--- config.mk ---
export PLATFORM = sky130hd
export DESIGN_NAME = mcu_mbox_sram_zeroize
export DESIGN_NICKNAME = d
export VERILOG_FILES = /design/src/rtl/mcu_mbox_sram_zeroize.sv
export SDC_FILE = /design/constraint.sdc
export NUM_CORES = 1
export LEC_CHECK = 0
export CORE_MARGIN = 2
export CORE_UTILIZATION = 39
export DETAILED_ROUTE_END_ITERATION = 16
export PLACE_DENSITY_LB_ADDON = 0.08
export SYNTH_ARGS = -nofsm -noshare
export SYNTH_HDL_FRONTEND = slang
export SYNTH_SLANG_ARGS = --single-unit
--- constraint.sdc ---
create_clock -name clk -period 2.49 [get_ports clk]
set_input_delay 0.3735 -clock clk [delete_from_list [all_inputs] [get_ports clk]]
set_output_delay 0.3735 -clock clk [all_outputs]
set_load 0.02 [all_outputs]
--- src/rtl/mcu_mbox_sram_zeroize.sv ---
// mcu_mbox_sram_zeroize: sits between mcu_mbox and the mailbox SRAM.
// Passes upstream SRAM requests through while idle; on mailbox release it
// walks words 0..end writing all-zero {ecc, data} and then pulses zero_done.
// Optional feature macro: MCU_MBOX_ZERO_PREEMPT_EN (upstream preempts the walker).
module mcu_mbox_sram_zeroize #(
    parameter int unsigned MCU_MBOX_SRAM_SIZE_KB = 512,
    localparam int unsigned DEPTH  = MCU_MBOX_SRAM_SIZE_KB * 1024 / 4,
    localparam int unsigned ADDR_W = $clog2(DEPTH)
) (
    input  logic              clk,
    input  logic              rst_b,
    input  logic              zero_start,
    input  logic [ADDR_W-1:0] zero_end_addr,
    input  logic              up_cs,
    input  logic              up_we,
    input  logic [ADDR_W-1:0] up_addr,
    input  logic [38:0]       up_wdata,
    output logic              sram_cs,
    output logic              sram_we,
    output logic [ADDR_W-1:0] sram_addr,
    output logic [38:0]       sram_wdata,
    output logic              zero_in_progress,
    output logic              zero_done,
    output logic              up_blocked
);

    localparam int unsigned DATA_W = 39;

`ifdef MCU_MBOX_ZERO_PREEMPT_EN
    localparam bit PREEMPT_EN = 1'b1;
`else
    localparam bit PREEMPT_EN = 1'b0;
`endif

    localparam logic [1:0] ST_IDLE = 2'd0;
    localparam logic [1:0] ST_ZERO = 2'd1;
    localparam logic [1:0] ST_DONE = 2'd2;

    localparam logic [ADDR_W-1:0] LAST_ADDR = ADDR_W'(DEPTH - 1);

    logic [1:0]        state_q, state_d;
    logic [ADDR_W-1:0] cnt_q,   cnt_d;
    logic [ADDR_W-1:0] end_q,   end_d;

    // State, walk counter and latched end address; reset wins over everything.
    always_ff @(posedge clk) begin
        if (!rst_b) begin
            state_q <= ST_IDLE;
            cnt_q   <= '0;
            end_q   <= '0;
        end else begin
            state_q <= state_d;
            cnt_q   <= cnt_d;
            end_q   <= end_d;
        end
    end

    // Next-state logic and SRAM port muxing (passthrough is zero-latency).
    always_comb begin
        state_d          = state_q;
        cnt_d            = cnt_q;
        end_d            = end_q;
        sram_cs          = up_cs;
        sram_we          = up_we;
        sram_addr        = up_addr;
        sram_wdata       = up_wdata;
        zero_in_progress = 1'b0;
        zero_done        = 1'b0;
        up_blocked       = 1'b0;

        case (state_q)
            ST_IDLE: begin
                if (zero_start) begin
                    state_d = ST_ZERO;
                    cnt_d   = '0;
                    // Clamp so a non-power-of-two SRAM is never walked past its last word.
                    end_d   = (32'(zero_end_addr) >= DEPTH) ? LAST_ADDR : zero_end_addr;
                end
            end
            ST_ZERO: begin
                zero_in_progress = 1'b1;
                if (!(PREEMPT_EN && up_cs)) begin
                    // Zero data encodes to zero ECC, so the whole word is simply 0.
                    sram_cs    = 1'b1;
                    sram_we    = 1'b1;
                    sram_addr  = cnt_q;
                    sram_wdata = DATA_W'(0);
                    up_blocked = up_cs;
                    if (cnt_q == end_q) begin
                        state_d = ST_DONE;
                        cnt_d   = '0;
                    end else begin
                        cnt_d = cnt_q + ADDR_W'(1);
                    end
                end
            end
            ST_DONE: begin
                zero_in_progress = 1'b1;
                zero_done        = 1'b1;
                state_d          = ST_IDLE;
            end
            default: begin
                state_d = ST_IDLE;
            end
        endcase

        // Outputs read as zero while reset is held.
        if (!rst_b) begin
            sram_cs          = 1'b0;
            sram_we          = 1'b0;
            sram_addr        = '0;
            sram_wdata       = '0;
            zero_in_progress = 1'b0;
            zero_done        = 1'b0;
            up_blocked       = 1'b0;
        end
    end

endmodule

# Word level (Yosys, flattened, before mapping)
# Index checks and enable logic that the tools add are counted.
[totals]
out_inout_bits = 61
ff_bits = 36
mem_count = 0
latch_bits = 0
ram_bits = 0
romBits = 0
wordCells = 35
in_bits = 78
[classes]
muxes = 20
bitwise = 0
add_sub_neg = 1
shift = 0
n_reduce_logical = 6
n_mul = 0
n_eq_ne = 5
n_lt_le_gt_ge = 0
div_mod_pow = 0
[op_table]
columns = ["cell", "count"]
rows = [
  ["$mux W39", 2],
  ["$mux W17", 4],
  ["$pmux W17 S2", 1],
  ["$add A17 B1 Y17 const B", 1],
  ["$eq A17 B17 Y1", 1],
  ["$mux W1", 10],
  ["$reduce_and A2 Y1", 3],
  ["$mux W2", 2],
  ["$ne A2 B2 Y1 const B", 2],
  ["$pmux W2 S2", 1],
  ["$eq A2 B1 Y1 const B", 1],
  ["$eq A2 B2 Y1 const B", 1],
  ["$logic_not A2 Y1", 1],
  ["$reduce_bool A2 Y1", 1],
  ["$reduce_or A2 Y1", 1],
]

# Depth between registers and ports, before layout
[depth]
word_depth = 4
depth_mapped = 8
ltp_nobuf = 7

# Worst setup path after synthesis
# Ideal clock, no wire load.
[synth_timing]
path_kind = "reg2out"
start = "register state_q[1]"
end = "output sram_wdata[28]"
path_stages_with_launch = 8
arrival_ps = 1550
n_path_buf = 3
t_required_ps = 2117
setup_slack_ps = 567
cell_sequence = "dfxtp_1 -> inv_1 -> ha_1 -> buf_2 -> nor2b_1 -> clkbuf_1 -> clkbuf_1 -> and2_1"
[synth_between]
elab_chain_cells = 3
[synth_rtl]
columns = ["item", "line_no", "source"]
rows = [
  ["start, declared", "41", "logic [1:0] state_q, state_d;"],
  ["start signal, assigned", "52", "state_q <= state_d;"],
  ["$eq A2 B1 Y1", "71", "case (state_q)"],
  ["$mux W39", "71", ""],
  ["$mux W39", "108", "if (!rst_b) begin"],
  ["end, declared", "21", "output logic [38:0] sram_wdata,"],
]
# No other way between the ends.

# Final worst setup path
[layout_timing]
start = "register state_q[1]"
end = "output sram_addr[16]"
[layout_between]
elab_chain_cells = 3
[layout_rtl]
columns = ["item", "line_no", "source"]
rows = [
  ["$eq A2 B1 Y1", "71", ""],
  ["$mux W17", "71", ""],
  ["$mux W17", "108", ""],
  ["end, declared", "20", "output logic [ADDR_W-1:0] sram_addr,"],
]
# No other way between the ends.

==> impl_results.md <==
- Max stage delay on crit path: about 0.63 ns
- Area taken by multi-input logic gates: ~1600 um2
- Critical path required time: 2.12 ns
- Initial antenna violation count: 0
- Clock Latency Late Sink: 0.29 ns
- Worst slew pin tran: between 0.6 and 0.7 ns
- Slowest cell on crit path: clkdlybuf4s50_1
- CTS tree: done
- DR vias: 2489
- Sequential area share after synthesis: between 20% and 30%
- CTS Buf Count: 5
- Pwr per Cell Area: ~450 nW/um2
- Maximum clock rate: between 400 and 500 MHz
- LEAKAGE: a little over 0.002 uW
- Die width: 83.3 um
- DR iter-0 viols: 51
- #FFs+latches synth: 36
- Share of post-route cells with drive strength above 1: 5.77%
- Final Net Count: 515
- Synth warnings: 0
- Ranking of synthesized cells by area: dfxtp_1 (29%), and2_1 (11%), mux2i_1 (7.3%), xor2_1 (6.8%), nand2_1 (6.3%)
- Syn Nets: around 390
- Most frequent cells in the layout: clkdlybuf4s50_1 (103), and2_1 (43), nand2_1 (41), dfxtp_1 (36), dlymetal6s2s_1 (35)
- Final wirelength: 7610 um
- RSZ-0062 raised after global routing: false
- Cell accounting for the most synthesized area: dfxtp_1
- CP Data Arrival Time: 2.03 ns
- Yosys top cell area share: 29.4%
- Worst-path clk slew: 0.07 ns
- Pins Over Slew Limit: 0
- Post-synthesis average cell area: 8.10 um2
- # diodes: 0
- Crit Path Max Fanout: 9
- Clock buffer depth: 2
- Worst Setup End Kind: primary output
- # fillers: 526
- Crit Path Class: reg -> out
- CTS H-tree depth: 2
- First-pass GRT wire length: 12100 um
- Area growth syn-to-layout: 65.4%
- Die Y: between 80 and 90 um
- Hold Crit Depth: 2
- Hold Violations, Final: 0
- Area of the core: 5990 um2
- Final setup vio count: 0
- Slew headroom: 57.3%
- IO Count: approximately 140
- Max-capacitance violation count: 0
- Aggregate negative setup slack: 0 ns
- Reg area: 721 um2
- Startpoint types: flop
- Hold Path Class: reg -> reg
- Placer Congestion: around 0.87
- Largest net degree at the start of global routing: 34
- Post-Syn Instances: about 300
- Port bufs: roughly 140
- Post-route setup slack: around 0.087 ns
- Max VDD drop: between 300 and 400 uV
- Worst Reg-to-Reg Cells: 5
- Sink Count: 36
- Gr ovfl total: 0
- DP HPWL: about 5900 um
- Starting Density: 41.0%
- Post-place setup slack: roughly 0.089 ns
- Yosys cell types: 39
- DRT Pass-1 Iters: 4
- Total GRT Usage: between 20% and 30%
- DIE AREA: 6940 um2
- DRC: 0
- Routed wire per std cell: ~15 um
- Remaining antenna violation count: 0
- Vias in the first global route: between 2000 and 2500
- Synth Cell Area: 2450 um2
- Tmin final: 2.40 ns
- Routed vias/inst: 4.90
- Status: finished, final reports clean
- Crit path cell chain: inv_1 > ha_1 > buf_4 > mux2i_1 > nor2b_1 > clkdlybuf4s50_1
- Fin crit share: 96.5%
- Most common cell after layout, fill and taps aside: clkdlybuf4s50_1
- Site Rows: 28
- CTS root buf: clkbuf_8
- Worst Skew: 0.00436 ns
==> kinds of logic after synthesis <==
kind of cell | after synthesis | share of synthesized area (%)
DFF | 36 | 29.4
buffers and inverters | 31 | 6.32
xor gates and xnor gates | 28 | 10.0
and+or+nand+nor | 138 | 31.7
muxes | 19 | 7.80
adders and majority gates | 4 | 2.04
AOI/OAI and AO/OA | 47 | 12.8
==> stage by stage <==
step	cell area, um2	hold slack [ns]	std cells	power, uW	util (%)
after floorplan	2450	0.455	303	1040	-
after global placement	3860	0.463	501	1390	64.5
after detailed placement	3860	0.469	501	1400	64.5
after CTS	3960	0.479	508	1840	66.1
after global routing	4060	0.497	508	1920	67.7
final	4060	0.475	508	1830	67.7
==> final timing paths <==
check	from	endpoint	slack, ns
setup / recovery	state_q[1]	sram_addr[16]	0.09
hold / removal	end_q[14]	end_q[14]	0.48
setup reg to reg	cnt_q[12]	cnt_q[7]	0.38
hold reg to reg	end_q[14]	end_q[14]	0.48
==> where the power goes <==
group	internal, uW	switching (uW)	total, uW	leakage [uW]
sequential	605	21.7	627	0.000293
clock	246	208	454	0.0000503
combinational	385	364	749	0.00169
==> critical path, delay by kind of cell, from the launching register on <==
kind	cells	cell delay [ns]
flops	1	0.34
buf+inv	3	0.91
simple gates	1	0.14
mux	1	0.12
fa+ha+maj	1	0.23
==> routing by layer <==
layer  global-route usage, %  vias up  wire length, um
met2                    38.4       90             3860
met5                       0        -                0
li1                        -     1264                -
met3                    5.37       11              410
met1                    24.9     1124             3220
met4                    6.41        0              123
==> cell usage after synthesis <==
master     instances
and3_1             3
nand3_1            5
ha_1               4
nor4_4             1
o221ai_1           3
mux2_2             1
o21ai_0            6
a21oi_1           13
buf_2              4
nor4_1             2
nand2_1           41
nor2_1             2
and2_1            43
buf_6              4
xor2_1            19
or3_1              2
and3_2             1
clkbuf_1          13
a21oi_2            1
o21a_1             3
nand3b_1           1
o311ai_0           1
xnor2_1            9
o2bb2ai_1          1
nor2b_1           19
o211ai_1           1
nand4_2            1
buf_1              1
inv_1              8
nor3b_1            1
nor3_1             9
mux2i_1           18
nand3_2            2
o21ai_2            1
dfxtp_1           36
a21boi_0          17
nand4_1            4
nor4_2             1
buf_4              1
==> area by class of cell <==
class	instances	area share, %
multi-input combinational	236	38.9
timing repair buffer	146	37.9
sequential	36	17.8
clock buffer	7	2.37
tap	75	2.31
inverter	8	0.740
==> registers in the layout (all words and copies together), names as in the netlist <==
signal / count
cnt_q: 17
end_q: 17
state_q: 2
==> what timing repair did <==
| item | in CTS | in global routing |
|---|---|---|
| gates resized for setup | 0 | 38 |
| setup endpoints to repair | 0 | 50 |
| setup buffers | 0 | 0 |
| hold buffers | 0 | 0 |
No activity file was read; power rests on OpenSTA's default activity.
